$ cat config.mk
export PLATFORM = sky130hd
export DESIGN_NAME = gmii_tx_arbiter
export DESIGN_NICKNAME = d
export VERILOG_FILES = /design/src/rtl/gmii_arb_pkg.sv /design/src/rtl/gmii_tx_arbiter.sv
export SDC_FILE = /design/constraint.sdc
export NUM_CORES = 1
export LEC_CHECK = 0
export BUFFER_PORTS_ARGS = -buffer_cell sky130_fd_sc_hd__buf_2
export CORE_MARGIN = 2
export CORE_UTILIZATION = 53
export DETAILED_ROUTE_END_ITERATION = 8
export GPL_TIMING_DRIVEN = 0
export PLACE_DENSITY_LB_ADDON = 0.12
export REMOVE_ABC_BUFFERS = 1
export SLEW_MARGIN = 20
export SYNTH_ARGS = -nofsm -noshare
export SYNTH_HDL_FRONTEND = slang
export SYNTH_SLANG_ARGS = --single-unit
$ cat constraint.sdc
create_clock -name gmii_tx_clk -period 4 [get_ports gmii_tx_clk]
set_input_delay 0.2 -clock gmii_tx_clk [delete_from_list [all_inputs] [get_ports gmii_tx_clk]]
set_output_delay 0.2 -clock gmii_tx_clk [all_outputs]
set_load 0.005 [all_outputs]
$ cat src/rtl/gmii_arb_pkg.sv
// Shared types and defaults for the two-source GMII transmit arbiter.
// Holds the FSM state encoding, the source index type and the default timing constants.
package gmii_arb_pkg;

    typedef enum logic [1:0] {
        IDLE     = 2'd0,
        WAIT_SOF = 2'd1,
        XMIT     = 2'd2,
        IFG      = 2'd3
    } arb_state_e;

    typedef logic src_idx_t;

    localparam src_idx_t SRC0 = 1'b0;
    localparam src_idx_t SRC1 = 1'b1;

    localparam int DEF_IFG_CYCLES = 12;
    localparam int DEF_START_TMO  = 64;

    function automatic int max_int(input int a, input int b);
        return (a > b) ? a : b;
    endfunction

endpackage

$ cat src/rtl/gmii_tx_arbiter.sv
// Round-robin arbiter that lets an ARP source and a UDP source share one GMII
// transmit path, enforcing an inter-frame gap and a start-of-frame timeout.
module gmii_tx_arbiter
    import gmii_arb_pkg::*;
#(
    parameter int IFG_CYCLES = DEF_IFG_CYCLES,
    parameter int START_TMO  = DEF_START_TMO
) (
    input  logic       gmii_tx_clk,
    input  logic       reset,
    input  logic       src0_req,
    output logic       src0_gnt,
    input  logic       src0_tx_en,
    input  logic [7:0] src0_txd,
    input  logic       src1_req,
    output logic       src1_gnt,
    input  logic       src1_tx_en,
    input  logic [7:0] src1_txd,
    output logic       gmii_tx_en,
    output logic [7:0] gmii_txd,
    output logic       busy
);

    localparam int CNT_MAX = max_int(IFG_CYCLES, START_TMO);
    localparam int CNT_W   = $clog2(CNT_MAX + 1);

    localparam logic [CNT_W-1:0] IFG_LAST = CNT_W'(IFG_CYCLES - 1);
    localparam logic [CNT_W-1:0] TMO_LAST = CNT_W'(START_TMO - 1);

    arb_state_e       state_q;
    src_idx_t         gnt_idx_q;
    src_idx_t         last_served_q;
    logic             gnt0_q;
    logic             gnt1_q;
    logic [CNT_W-1:0] cnt_q;
    logic             tx_en_q;
    logic [7:0]       txd_q;

    logic             sel_req;
    logic             sel_tx_en;
    logic [7:0]       sel_txd;
    logic             tx_en_d;
    logic [7:0]       txd_d;
    src_idx_t         winner_d;
    logic [CNT_W-1:0] cnt_inc_d;

    // Only the granted source is ever looked at; the other one is fully masked.
    always_comb begin
        sel_req   = src0_req;
        sel_tx_en = src0_tx_en;
        sel_txd   = src0_txd;
        if (gnt_idx_q == SRC1) begin
            sel_req   = src1_req;
            sel_tx_en = src1_tx_en;
            sel_txd   = src1_txd;
        end
        tx_en_d = (gnt0_q | gnt1_q) & sel_tx_en;
        txd_d   = tx_en_d ? sel_txd : 8'h00;
    end

    always_comb begin
        winner_d = SRC0;
        if (src0_req && src1_req) begin
            winner_d = ~last_served_q;
        end else if (src1_req) begin
            winner_d = SRC1;
        end
        cnt_inc_d = (cnt_q == {CNT_W{1'b1}}) ? cnt_q : cnt_q + 1'b1;
    end

    always_ff @(posedge gmii_tx_clk) begin
        if (reset) begin
            state_q       <= IDLE;
            gnt_idx_q     <= SRC0;
            last_served_q <= SRC1;
            gnt0_q        <= 1'b0;
            gnt1_q        <= 1'b0;
            cnt_q         <= '0;
            tx_en_q       <= 1'b0;
            txd_q         <= 8'h00;
        end else begin
            tx_en_q <= tx_en_d;
            txd_q   <= txd_d;
            case (state_q)
                IDLE: begin
                    if (src0_req || src1_req) begin
                        state_q   <= WAIT_SOF;
                        gnt_idx_q <= winner_d;
                        gnt0_q    <= (winner_d == SRC0);
                        gnt1_q    <= (winner_d == SRC1);
                        cnt_q     <= '0;
                    end
                end
                WAIT_SOF: begin
                    if (sel_tx_en) begin
                        state_q       <= XMIT;
                        last_served_q <= gnt_idx_q;
                    end else if (!sel_req || cnt_q == TMO_LAST) begin
                        // Withdrawal or a stalled source: release without a gap.
                        state_q       <= IDLE;
                        gnt0_q        <= 1'b0;
                        gnt1_q        <= 1'b0;
                        last_served_q <= gnt_idx_q;
                        cnt_q         <= '0;
                    end else begin
                        cnt_q <= cnt_inc_d;
                    end
                end
                XMIT: begin
                    if (!sel_tx_en) begin
                        state_q       <= IFG;
                        gnt0_q        <= 1'b0;
                        gnt1_q        <= 1'b0;
                        last_served_q <= gnt_idx_q;
                        cnt_q         <= '0;
                    end
                end
                IFG: begin
                    if (cnt_q == IFG_LAST) begin
                        state_q <= IDLE;
                        cnt_q   <= '0;
                    end else begin
                        cnt_q <= cnt_inc_d;
                    end
                end
                default: begin
                    state_q <= IDLE;
                    gnt0_q  <= 1'b0;
                    gnt1_q  <= 1'b0;
                end
            endcase
        end
    end

    assign src0_gnt   = gnt0_q;
    assign src1_gnt   = gnt1_q;
    assign gmii_tx_en = tx_en_q;
    assign gmii_txd   = txd_q;
    assign busy       = (state_q != IDLE);

endmodule

# Word level (Yosys, flattened, before mapping)
# Cells that the tools add are included.
[op_classes]
addsub = 1
n_eq_ne = 12
muxes = 29
n_bitwise = 5
reduce_logical = 14
[op_table]
columns = ["operator", "count"]
rows = [
  ["7-bit two-way mux", 6],
  ["7-bit one-hot mux with 4 select lines", 1],
  ["1-bit two-way mux", 12],
  ["2-bit two-way mux", 5],
  ["2-bit != test, second input constant", 5],
  ["8-bit two-way mux", 1],
  ["2-bit one-hot mux with 4 select lines", 1],
  ["7-bit by 1-bit adder with 7-bit output, second input constant", 1],
  ["7-bit by 4-bit == test with 1-bit output, second input constant", 1],
  ["7-bit by 6-bit == test with 1-bit output, second input constant", 1],
  ["7-bit == test, second input constant", 1],
  ["1-bit one-hot mux with 3 select lines", 2],
  ["3-bit AND reduction", 2],
  ["5-bit AND reduction", 1],
  ["2-bit == test, second input constant", 2],
  ["4-bit AND reduction", 1],
  ["2-bit nonzero test", 2],
  ["3-bit != test, second input constant", 1],
  ["1-bit NOT", 3],
  ["3-bit nonzero test", 1],
  ["2-bit by 1-bit == test with 1-bit output, second input constant", 1],
  ["2-bit zero test", 1],
  ["1-bit logical OR", 2],
  ["1-bit one-hot mux with 2 select lines", 1],
  ["other kinds (6)", 6],
]
[word_totals]
reg_bits = 22
out_inout_bits = 12

# Longest topological paths before layout
[depth]
ltp_word = 6
depth_mapped = 6
ltp_nobuf = 6

# Worst setup path before layout
# No wires, ideal clock.
[synth_timing]
path_kind = "reg-to-reg"
from = "reg state_q[0]"
to = "reg gnt0_q, in the netlist src0_gnt"
setup_ns = 0.123
arrival_ns = 1.608
required_time_ns = 3.877
setup_slack_ns = 2.268
path_stages_with_launch = 7
path_buffers = 0
synth_period_minus_slack_ns = 1.732
cell_sequence = "dfxtp_1 -> inv_1 -> ha_1 -> or3b_1 -> o21a_1 -> nand3b_1 -> mux2_1"
[synth_via]
elab_chain_cells = 3
[synth_lines]
columns = ["item", "line", "text"]
rows = [
  ["start, declared", "gmii_tx_arbiter.sv:30", "arb_state_e state_q;"],
  ["start signal, assigned", "gmii_tx_arbiter.sv:73", "state_q <= IDLE;"],
  ["start signal, assigned", "gmii_tx_arbiter.sv:87", "state_q <= WAIT_SOF;"],
  ["start signal, assigned", "gmii_tx_arbiter.sv:96", "state_q <= XMIT;"],
  ["2-bit by 1-bit == test with 1-bit output (tied with other cells)", "gmii_tx_arbiter.sv:84", "case (state_q)"],
  ["2-bit != test (no line) / 3-bit nonzero test (equally long branches)", "--", ""],
  ["5-bit AND reduction (no line)", "--", ""],
  ["end signal, assigned", "gmii_tx_arbiter.sv:89", "gnt0_q <= (winner_d == SRC0);"],
  ["end, declared", "gmii_tx_arbiter.sv:33", "logic gnt0_q;"],
]
# Several ways; a longest one is shown, not always the timed one.
# A chain may end at the register's enable or synchronous reset.

# Final worst setup path
[layout_timing]
from = "reg gnt_idx_q"
to = "reg cnt_q[4]"
[layout_via]
elab_chain_cells = 6
[layout_lines]
columns = ["item", "line", "text"]
rows = [
  ["start, declared", "gmii_tx_arbiter.sv:31", "src_idx_t gnt_idx_q;"],
  ["start signal, assigned", "gmii_tx_arbiter.sv:88", "gnt_idx_q <= winner_d;"],
  ["1-bit two-way mux", "gmii_tx_arbiter.sv:52", "if (gnt_idx_q == SRC1) begin"],
  ["1-bit zero test", "gmii_tx_arbiter.sv:98", "end else if (!sel_req || cnt_q == TMO_LAST) begin"],
  ["1-bit logical OR", "gmii_tx_arbiter.sv:98", ""],
  ["7-bit two-way mux", "gmii_tx_arbiter.sv:98", ""],
  ["7-bit two-way mux", "gmii_tx_arbiter.sv:95", "if (sel_tx_en) begin"],
  ["7-bit one-hot mux with 4 select lines", "gmii_tx_arbiter.sv:84", ""],
  ["end signal, assigned", "gmii_tx_arbiter.sv:106", "cnt_q <= cnt_inc_d;"],
  ["end signal, assigned", "gmii_tx_arbiter.sv:123", "cnt_q <= cnt_inc_d;"],
  ["end, declared", "gmii_tx_arbiter.sv:35", "logic [CNT_W-1:0] cnt_q;"],
]
# Several ways; a longest one is shown, not always the timed one. The select of a mux whose other input is x is not followed.

==> impl_results.md <==
- Status: finished, final reports clean
- EDFF count, synth: 0
- # port buffers: 33
- Seq/Total Area, Yosys: 39.5%
- DRC Markers: 0
- Total global-route track usage: 19.7%
- Period utilization: 52.2%
- Worst skew pair latency: 310 ps
- CTS tree: built
- Minimum clock period: 2090 ps
- Core box area: 1980 um2
- Slew Limit Fails: 0
- Static leakage: 0.577 nW
- Largest net degree at the start of global routing: 14
- Hold Crit Class: input port to register
- Relative slew slack: 52.6%
- Layout cells sized above 1: 28.9%
- Gate power share: 21.6%
- CP peak stage delay: 800 ps
- Area leader, netlist: dfxtp_1
- H-Tree Depth: 1
- Antenna-violating nets left: 0
- Worst clock skew: 1.70 ps
- # fillers: 162
- CP max-delay cell: dfxtp_1
- Crit path kind: register to register
- Final-report hold violation count: 0
- Setup TNS: 0 ps
- Critical path cell sequence: mux2i_4, o211ai_2, or4_1, a21oi_1
- # Max-Cap Violations: 0
- Worst VDD drop: 0.000291 V
- Num CTS Buffers: 3
- Die W: 49.9 um
- Mapped Area: 1110 um2
- Worst setup EP type: register
- Clk sinks: 22
- 1st-pass router iterations: 4
- Io pins: 34
- Post_cts resized: 0
- Setup violations, final: 0
- Worst Tran Pin Value: 709 ps
- Crit path DAT: 2340 ps
- Number of library cell types mapped by synthesis: 40
- CP Data Required Time: 4250 ps
- Synthesis-stage register bit count: 22
- Cell at the root of the clock tree: clkbuf_4
- Row count: 16
- F_max: 479 MHz
- Unrepaired setup endpoints after global routing: false
- Top cell type's share of synthesized area: 39.5%
- Die ar.: 2490 um2
- DRT iter0 DRCs: 13
- CTS Hold Bufs: 0
- Global-route wire length before repair: 3730 um
- Maximum fanout along the worst path: 13
- Postcts setup bufs: 0
- GPL Wtd Cong: 0.807
- Dpl hpwl: 1680 um
- Power Density: 402 nW/um2
- Global route overflow: 0
- Gate Count Post-Synth: 119
- Initial antenna violation count: 0
- Min Hold Slack: 114 ps
- Via density: 5.50
- Top_reg_cell synth: dfxtp_1
- Synth warn: 0
- Synth area leaders: dfxtp_1, mux2i_1, ha_1
- Vias in the first global route: 845
- Via count: 984
- Area Overhead vs Synth: 20.5%
- Fraction of registers with async set/reset: 0%
- WL/cell: 12.2 um
- Clock power share: 31.5%
- Switching part of the total: 26.8%
- NetSw: 0.000145 W
- Diodes inserted: 0
- Fin util: 67.8%
- Internal cell power: 0.000396 W
- CTS Buffer Depth: 2
- Starting Density: 56.2%
- Die height: 49.9 um
- Clock-pin transition on the worst setup and hold timing paths: 120 ps
- Syn avg cell area: 9.37 um2
- Post-Route WL: 2190 um
- CP Launch Type: register
- NumNets Final: 180
- Reg power frac: 46.9%
cell usage after synthesis (2+ instances only):
| cell | count |
|---|---|
| dfxtp_1 | 22 |
| nor2_1 | 15 |
| mux2i_1 | 10 |
| a21oi_1 | 7 |
| nand2_1 | 7 |
| ha_1 | 5 |
| inv_1 | 4 |
| or4_1 | 4 |
| nand2b_1 | 3 |
| nand4_1 | 3 |
| o21ai_0 | 3 |
| o31ai_1 | 3 |
| a21boi_0 | 2 |
| a31oi_1 | 2 |
| clkbuf_1 | 2 |
| mux2_2 | 2 |
| nand3b_1 | 2 |
layout make-up:
class                      instances  area [um2]  area share [%]
inverter                           4        15.0            1.12
sequential                        22         440            32.8
clock buffer                       3        22.5            1.68
clock inverter                     1        30.0            2.23
multi-input combinational         89         637            47.4
tap                               27        33.8            2.51
timing repair buffer              33         165            12.3
power by group through the flow:
stage          clock network (W)  registers (W)  logic [W]
2_1_floorplan                  0       0.000257  0.0000787
3_5_place_dp                   0       0.000259   0.000117
4_1_cts                 0.000174       0.000254   0.000118
6_report                0.000170       0.000254   0.000117
3_3_place_gp                   0       0.000258   0.000113
5_1_grt                 0.000183       0.000257   0.000131
path summary, 6_finish.rpt:
kind / cells after the start / slack (ps) / end / startpoint
max: 4 / 1910 / cnt_q[4] / gnt_idx_q
min: 3 / 110 / gmii_txd[4] / src0_txd[4]
min reg2reg: 2 / 500 / src1_gnt / src1_gnt
max reg2reg: 4 / 1910 / cnt_q[4] / gnt_idx_q
metal layers:
layer / track usage, % / share of wire (%) / up-vias
li1: - / - / 504
met1: 24.5 / 44 / 452
met2: 33.1 / 51 / 24
met3: 3.64 / 3.3 / 4
met4: 8.33 / 1.7 / 0
met5: 0 / 0 / -
registers in the layout, indices dropped and copies added, names as in the netlist, named ones only:
signal         cells
last_served_q      1
src1_gnt           1
src0_gnt           1
gnt_idx_q          1
cnt_q              7
gmii_txd           8
gmii_tx_en         1
state_q            1
metrics by stage:
step	setup WS [ps]	cells	total power (W)	cell area, um2
finish	1910	179	0.000540	1340
global route	1740	179	0.000571	1340
CTS	1900	179	0.000546	1340
detailed placement	1910	175	0.000376	1290
global placement	1990	175	0.000371	1290
floorplan	2160	115	0.000336	1090
placed cells by master (no fill, tap or decap), types with 2 or more instances in the layout:
| cell | instances |
|---|---|
| a21boi_0 | 2 |
| a21oi_1 | 7 |
| a31oi_1 | 2 |
| buf_2 | 33 |
| clkbuf_4 | 3 |
| dfxtp_1 | 22 |
| ha_1 | 5 |
| inv_1 | 4 |
| mux2_2 | 2 |
| mux2i_1 | 10 |
| nand2_1 | 7 |
| nand2b_1 | 3 |
| nand3b_1 | 2 |
| nand4_1 | 3 |
| nor2_1 | 15 |
| o21ai_0 | 3 |
| o31ai_1 | 3 |
| or4_1 | 4 |
cell families after synthesis:
logic type,after synthesis,synth area share (%)
mux,14,14.0
simple gates,42,19.5
flops,22,39.5
fa+ha+maj,5,5.61
compound gates,28,18.0
buf+inv,8,3.37
worst max-delay path: cells and delay by family, from the launching register on:
kind | cells | cell delay, ps
AO/OA/AOI/OAI | 2 | 320
flip-flops | 1 | 800
AND/OR/NAND/NOR | 1 | 490
multiplexers | 1 | 410
Power figures use the tool's default switching activity.
